==> config.mk <==
export PLATFORM = sky130hd
export DESIGN_NAME = trade_arbiter
export DESIGN_NICKNAME = d
export VERILOG_FILES = /design/src/rtl/trade_arbiter_pkg.sv /design/src/rtl/trade_arbiter_rr_pick.sv /design/src/rtl/trade_arbiter.sv
export SDC_FILE = /design/constraint.sdc
export NUM_CORES = 1
export LEC_CHECK = 0
export BUFFER_PORTS_ARGS = -buffer_cell sky130_fd_sc_hd__buf_2
export CORE_AREA = 4 4 49 51
export CTS_BUF_LIST = sky130_fd_sc_hd__clkbuf_8
export CTS_CLUSTER_DIAMETER = 60
export CTS_CLUSTER_SIZE = 12
export DETAILED_ROUTE_END_ITERATION = 8
export DIE_AREA = 0 0 53 55
export PLACE_DENSITY = 0.64
export SYNTH_ARGS = -nofsm -noshare
export SYNTH_HDL_FRONTEND = slang
export SYNTH_SLANG_ARGS = --single-unit
==> constraint.sdc <==
create_clock -name clk -period 1.2 [get_ports clk]
set_input_delay 0.06 -clock clk [delete_from_list [all_inputs] [get_ports clk]]
set_output_delay 0.06 -clock clk [all_outputs]
set_load 0.005 [all_outputs]
==> src/rtl/trade_arbiter_pkg.sv <==
// Shared types and defaults for the trade session arbiter and its counter.
// The default trade limit lives here so the arbiter and the counter agree on it.
package trade_arb_pkg;

  typedef enum logic [2:0] {
    IDLE  = 3'd0,
    CLEAR = 3'd1,
    RUN   = 3'd2,
    GRANT = 3'd3,
    HALT  = 3'd4
  } state_t;

  localparam logic [7:0] DEFAULT_MAX_TRADES = 8'd100;
  localparam logic [7:0] DEFAULT_QUOTA      = 8'd32;

endpackage

==> src/rtl/trade_arbiter_rr_pick.sv <==
// Combinational round-robin picker: returns the first set request scanning
// upward from ptr+1, wrapping modulo NUM_REQ.
module rr_pick
  import trade_arb_pkg::*;
#(
  parameter int NUM_REQ = 4
) (
  input  logic [NUM_REQ-1:0]         i_req,
  input  logic [$clog2(NUM_REQ)-1:0] i_ptr,
  output logic                       o_valid,
  output logic [$clog2(NUM_REQ)-1:0] o_idx
);

  localparam int IDX_W = $clog2(NUM_REQ);

  logic [IDX_W-1:0] w_lane;

  // NOTE: every output gets a default before the loop, so no path leaves a
  // value unassigned and no latch is inferred.
  always_comb begin
    o_valid = 1'b0;
    o_idx   = '0;
    w_lane  = '0;
    // Walk from the farthest offset to the nearest so the lane right after
    // the pointer is written last and therefore wins.
    for (int k = NUM_REQ; k >= 1; k--) begin
      w_lane = IDX_W'((int'(i_ptr) + k) % NUM_REQ);
      if (i_req[w_lane]) begin
        o_valid = 1'b1;
        o_idx   = w_lane;
      end
    end
  end

endmodule

==> src/rtl/trade_arbiter.sv <==
// Session controller and round-robin arbiter feeding the shared trade counter.
// Optional per-lane grant quota is built when TRADE_ARB_QUOTA_EN is defined.
module trade_arbiter
  import trade_arb_pkg::*;
#(
  parameter int         NUM_REQ    = 4,
  parameter logic [7:0] MAX_TRADES = DEFAULT_MAX_TRADES,
  parameter logic [7:0] QUOTA      = DEFAULT_QUOTA
) (
  input  logic                       clk,
  input  logic                       reset,
  input  logic                       session_start,
  input  logic                       session_stop,
  input  logic [NUM_REQ-1:0]         req,
  input  logic                       halt_in,
  input  logic [7:0]                 trade_count_in,
  output logic [NUM_REQ-1:0]         ack,
  output logic [$clog2(NUM_REQ)-1:0] grant_id,
  output logic                       match_out,
  output logic                       enable_count,
  output logic                       counter_clear,
  output logic [2:0]                 state_o
);

  localparam int IDX_W = $clog2(NUM_REQ);

  state_t             r_state;
  logic [NUM_REQ-1:0] r_ack;
  logic               r_match;
  logic               r_enable;
  logic               r_clear;
  logic [IDX_W-1:0]   r_grant_id;
  logic [IDX_W-1:0]   r_ptr;

  logic [NUM_REQ-1:0] w_eligible;
  logic               w_valid;
  logic [IDX_W-1:0]   w_win;
  logic               w_limit;
  logic               w_grant_go;

  // The count is checked every RUN cycle, so a grant can never push it past the limit.
  assign w_limit    = halt_in || (trade_count_in >= MAX_TRADES);
  assign w_grant_go = (r_state == RUN) && !w_limit && !session_stop && w_valid;

`ifdef TRADE_ARB_QUOTA_EN
  logic [7:0] r_quota [NUM_REQ];

  // NOTE: the quota counters are a handful of flops, not a RAM, so they take
  // the async reset like any other state.
  always_ff @(posedge clk or posedge reset) begin
    if (reset) begin
      for (int i = 0; i < NUM_REQ; i++) r_quota[i] <= '0;
    end else if (r_state == CLEAR) begin
      for (int i = 0; i < NUM_REQ; i++) r_quota[i] <= '0;
    end else if (w_grant_go) begin
      r_quota[w_win] <= r_quota[w_win] + 8'd1;
    end
  end

  always_comb begin
    w_eligible = '0;
    for (int i = 0; i < NUM_REQ; i++) begin
      w_eligible[i] = req[i] && (r_quota[i] != QUOTA);
    end
  end
`else
  logic w_unused_quota;

  assign w_eligible     = req;
  assign w_unused_quota = ^QUOTA;
`endif

  rr_pick #(
    .NUM_REQ (NUM_REQ)
  ) u_pick (
    .i_req   (w_eligible),
    .i_ptr   (r_ptr),
    .o_valid (w_valid),
    .o_idx   (w_win)
  );

  // Outputs are computed on entry to each state so they are all registered.
  // NOTE: sequential state uses non-blocking assignments only, so every
  // register here sees the pre-edge values of its neighbours.
  always_ff @(posedge clk or posedge reset) begin
    if (reset) begin
      r_state    <= IDLE;
      r_ack      <= '0;
      r_match    <= 1'b0;
      r_enable   <= 1'b0;
      r_clear    <= 1'b0;
      r_grant_id <= '0;
      r_ptr      <= IDX_W'(NUM_REQ - 1);
    end else begin
      r_ack   <= '0;
      r_match <= 1'b0;
      r_clear <= 1'b0;
      case (r_state)
        IDLE: begin
          r_enable <= 1'b0;
          if (session_start) begin
            r_state <= CLEAR;
            r_clear <= 1'b1;
          end
        end
        CLEAR: begin
          r_state  <= RUN;
          r_enable <= 1'b1;
          r_ptr    <= IDX_W'(NUM_REQ - 1);
        end
        RUN: begin
          if (w_limit) begin
            r_state  <= HALT;
            r_enable <= 1'b0;
          end else if (session_stop) begin
            r_state  <= IDLE;
            r_enable <= 1'b0;
          end else if (w_valid) begin
            r_state    <= GRANT;
            r_ack      <= NUM_REQ'(1) << w_win;
            r_match    <= 1'b1;
            r_grant_id <= w_win;
            r_ptr      <= w_win;
          end
        end
        GRANT: begin
          // Dropping match_out here re-arms the counter's edge detector.
          r_state <= RUN;
        end
        HALT: begin
          if (session_stop) begin
            r_state <= IDLE;
          end else if (session_start) begin
            r_state <= CLEAR;
            r_clear <= 1'b1;
          end
        end
        default: begin
          r_state  <= IDLE;
          r_enable <= 1'b0;
        end
      endcase
    end
  end

  assign ack           = r_ack;
  assign grant_id      = r_grant_id;
  assign match_out     = r_match;
  assign enable_count  = r_enable;
  assign counter_clear = r_clear;
  assign state_o       = r_state;

endmodule
==> summary.log <==
qor: setup_path.critical_path_arrival 1400 ps
qor: timing.worst_pin_slew 507.3 ps
qor: synthesis.postSynthAreaPerCell 10.38 µm²
qor: layout.seq_area 352.8 µm²
qor: setup_path.setup.worst_path.end_class flip-flop
qor: outcome.violations negative setup slack
qor: layout.finalNetCount 116
qor: timing.worst_slack -67.97 ps
qor: drt.drc 0
qor: die.floorplan.die.height 55 µm
qor: timing.fmax 0.7887 GHz
qor: timing.max_slew_margin 66.14%
qor: setup_path.required 1330 ps
qor: drt.finalWirelength 1471 µm
qor: clock_tree.htree_num_levels 1
qor: global_route.grt_util_met3 3.217%
qor: drt.initialDrtViolationCount 5
qor: pwr.max-vdd-ir-drop 0.8804 mV
qor: synthesis.register_area_share_after_synthesis 53.11%
qor: placed_design.detailedPlacementHpwl 1200 µm
qor: die.start_util 34.21%
qor: global_route.grt_use_met2 20.66%
qor: layout.synthToLayoutAreaGrowth 42.75%
qor: timing.maxSlewViolCount 0
qor: run.timing.max_cap.violations 0
qor: timing.fin_crit 1268 ps
qor: die.top_level_ports 29
qor: drt.route.detailed.vias_per_inst 4.752
qor: die.core 1942 µm²
qor: setup_path.worst-path-max-fanout 7
qor: global_route.top_usage_layer met2
qor: clock_tree.cts.root.buffer_cell clkbuf_8
qor: synthesis.ys_ff_latch 14
qor: placed_design.post-place-ws -63.47 ps
qor: synthesis.synthesis.nets 81
qor: drt.vias 594
qor: clock_tree.cts-root-to-sink-buffers 2
qor: global_route.pin_count_of_the_biggest_net_entering_global_routing 15
qor: layout.layout-drive-gt1-share 47.96%
qor: global_route.grt_util_met1 13.62%
qor: clock_tree.clk-insertion-delay-late 240 ps
qor: global_route.grt_pass1_vias 588
qor: layout.multi_input_area 316.6 µm²
qor: timing.setup_skew 1.316 ps
qor: placed_design.gp_congestion 0.7956
qor: timing.final_min_period_over_clock_period 105.7%
qor: synthesis.netlist_area 664.4 µm²
qor: synthesis.yosysUniqueCellTypes 28
qor: pwr.static_leakage 0.0004839 µW
qor: clock_tree.post-cts-setup-buffers 0
qor: min_path.hold_path.class primary input to flip-flop
qor: timing.setup_viol 7
qor: outcome.status finished, violations left
qor: layout.filler_cell_count 199
qor: placed_design.numPortBuffers 26
qor: global_route.number_of_antenna_violations_at_the_first_check_in_global_routing 0
qor: drt.route.detailed.wl_per_inst 11.77 µm
qor: global_route.grt_first_pass_wirelength 2442 µm
qor: die.floorplan.die_area 2915 µm²
qor: timing.hold_vio_cnt_final 0
qor: setup_path.worst-setup-path-type flip-flop to flip-flop
qor: die.floorplan.rows 16
qor: global_route.grtUsageTotal 11.83%
qor: synthesis.yosys_warnings 0
qor: layout.antenna-diode-count 0
qor: die.die_width 53 µm
qor: global_route.gr-total-overflow 0
qor: clock_tree.clkTransAtPathRegs 60 ps
qor: synthesis.netlist_instances 64
qor: clock_tree.cts_tree built
qor: drt.drt-pass1-iter-count 3
qor: drt.final_antenna_violating_net_count 0
qor: clock_tree.cts_buffer_count 3
qor: timing.timing.hold.ws 36.60 ps
qor: clock_tree.cts.sink_count 14
qor: setup_path.critical_path_startpoint_category flip-flop
qor: pwr.power.density 1976 nW/µm²
qor: timing.rsz0062_at_grt true
==> placed cells by master, fill, tap and decap left out, types with 2 or more instances in the layout <==
master / instances
buf_2: 26
o21ai_1: 2
a21oi_1: 4
dfstp_2: 2
a21oi_2: 2
nand2_1: 3
buf_4: 5
clkbuf_8: 4
nand2b_1: 3
nand3b_1: 2
a31oi_1: 2
inv_1: 2
dfrtp_1: 12
nor2_1: 11
==> routing by layer <==
| metal | vias up | part of all wire [%] |
|---|---|---|
| li1 | 296 | - |
| met1 | 273 | 41 |
| met2 | 23 | 51 |
| met3 | 2 | 7.1 |
| met4 | 0 | 0.95 |
| met5 | - | 0 |
==> metrics by stage <==
step	util [%]	setup TNS, ps	power [µW]	area [µm²]	instances
detailed placement	44.65	-181.5	1408	867.1	120
finish	48.84	-308.6	1874	948.4	125
global route	48.84	-760.0	2003	948.4	125
CTS	48.20	-312.9	1891	935.9	125
floorplan	-	-100.1	1137	683.2	64
global placement	44.65	-103.7	1390	867.1	120
==> repair_timing <==
item,4_1_cts,5_1_grt
setup endpoints to repair,7,8
hold buffers,1,0
pin swaps,1,1
gates resized for setup,1,2
hold endpoints to repair,12,0
==> cell usage after synthesis (all sizes together) <==
cell	instances	area, µm²
a31oi	2	12.51
inv	2	7.510
nor3	2	15.01
a22oi	1	7.510
mux2i	2	20.02
and4b	1	13.76
nor2	11	41.29
o221ai	1	8.760
nor2b	1	6.260
o21ai	2	10.01
o221a	1	11.26
nor3b	1	7.510
nand3	1	5.000
nand2	4	22.52
clkinv	1	5.000
clkbuf	2	8.750
o311ai	1	16.27
dfrtp	12	300.3
dfstp	2	52.55
o31a	1	8.760
a21oi	6	30.03
nand3b	2	15.01
a21o	1	7.510
nand2b	3	18.77
nor4	1	12.51
==> power by group <==
part	switching, µW	internal, µW	total (µW)
Clock	164	290	455
Sequential	110	617	727
Combinational	339	354	693
==> layout make-up <==
cell class | instances | area share, %
repair buffers | 32 | 18.73
well taps | 27 | 3.562
flip-flops and latches | 14 | 37.20
inverters | 3 | 1.319
clock buffers | 4 | 5.805
multi-input cells | 45 | 33.38
==> worst paths after layout <==
kind	startpoint	to	slack [ps]	cells after the start
max	r_ptr[1]$_DFFE_PP1P_	grant_id[0]$_DFFE_PP0P_	-70	3
min	session_stop	counter_clear$_DFF_PP0_	40	2
max reg2reg	r_ptr[1]$_DFFE_PP1P_	grant_id[0]$_DFFE_PP0P_	-70	3
min reg2reg	grant_id[1]$_DFFE_PP0P_	grant_id[1]$_DFFE_PP0P_	520	2
max in group asynchronous	reset	r_ptr[0]$_DFFE_PP1P_	460	3
min in group asynchronous	reset	enable_count$_DFFE_PP0P_	380	3
==> logic make-up after synthesis <==
kind of cell    count (synthesis)  share of synthesized area (%)
simple gates                   27                          23.73
buf+inv                         5                          3.200
compound gates                 16                          16.95
flops                          14                          53.11
mux                             2                          3.013
==> critical path, stage by stage, from the launching register on <==
cell,delay [ps]
dfstp_2,590
mux2i_2,270
o221a_4,240
a21oi_2,60
==> sequential cells by signal, summed over array words and instances (netlist names) <==
signal / cells
enable_count: 1
match_out: 1
ack: 4
r_ptr: 2
counter_clear: 1
grant_id: 2
state_o: 3
Note: power is estimated with default switching activity, not from simulation.
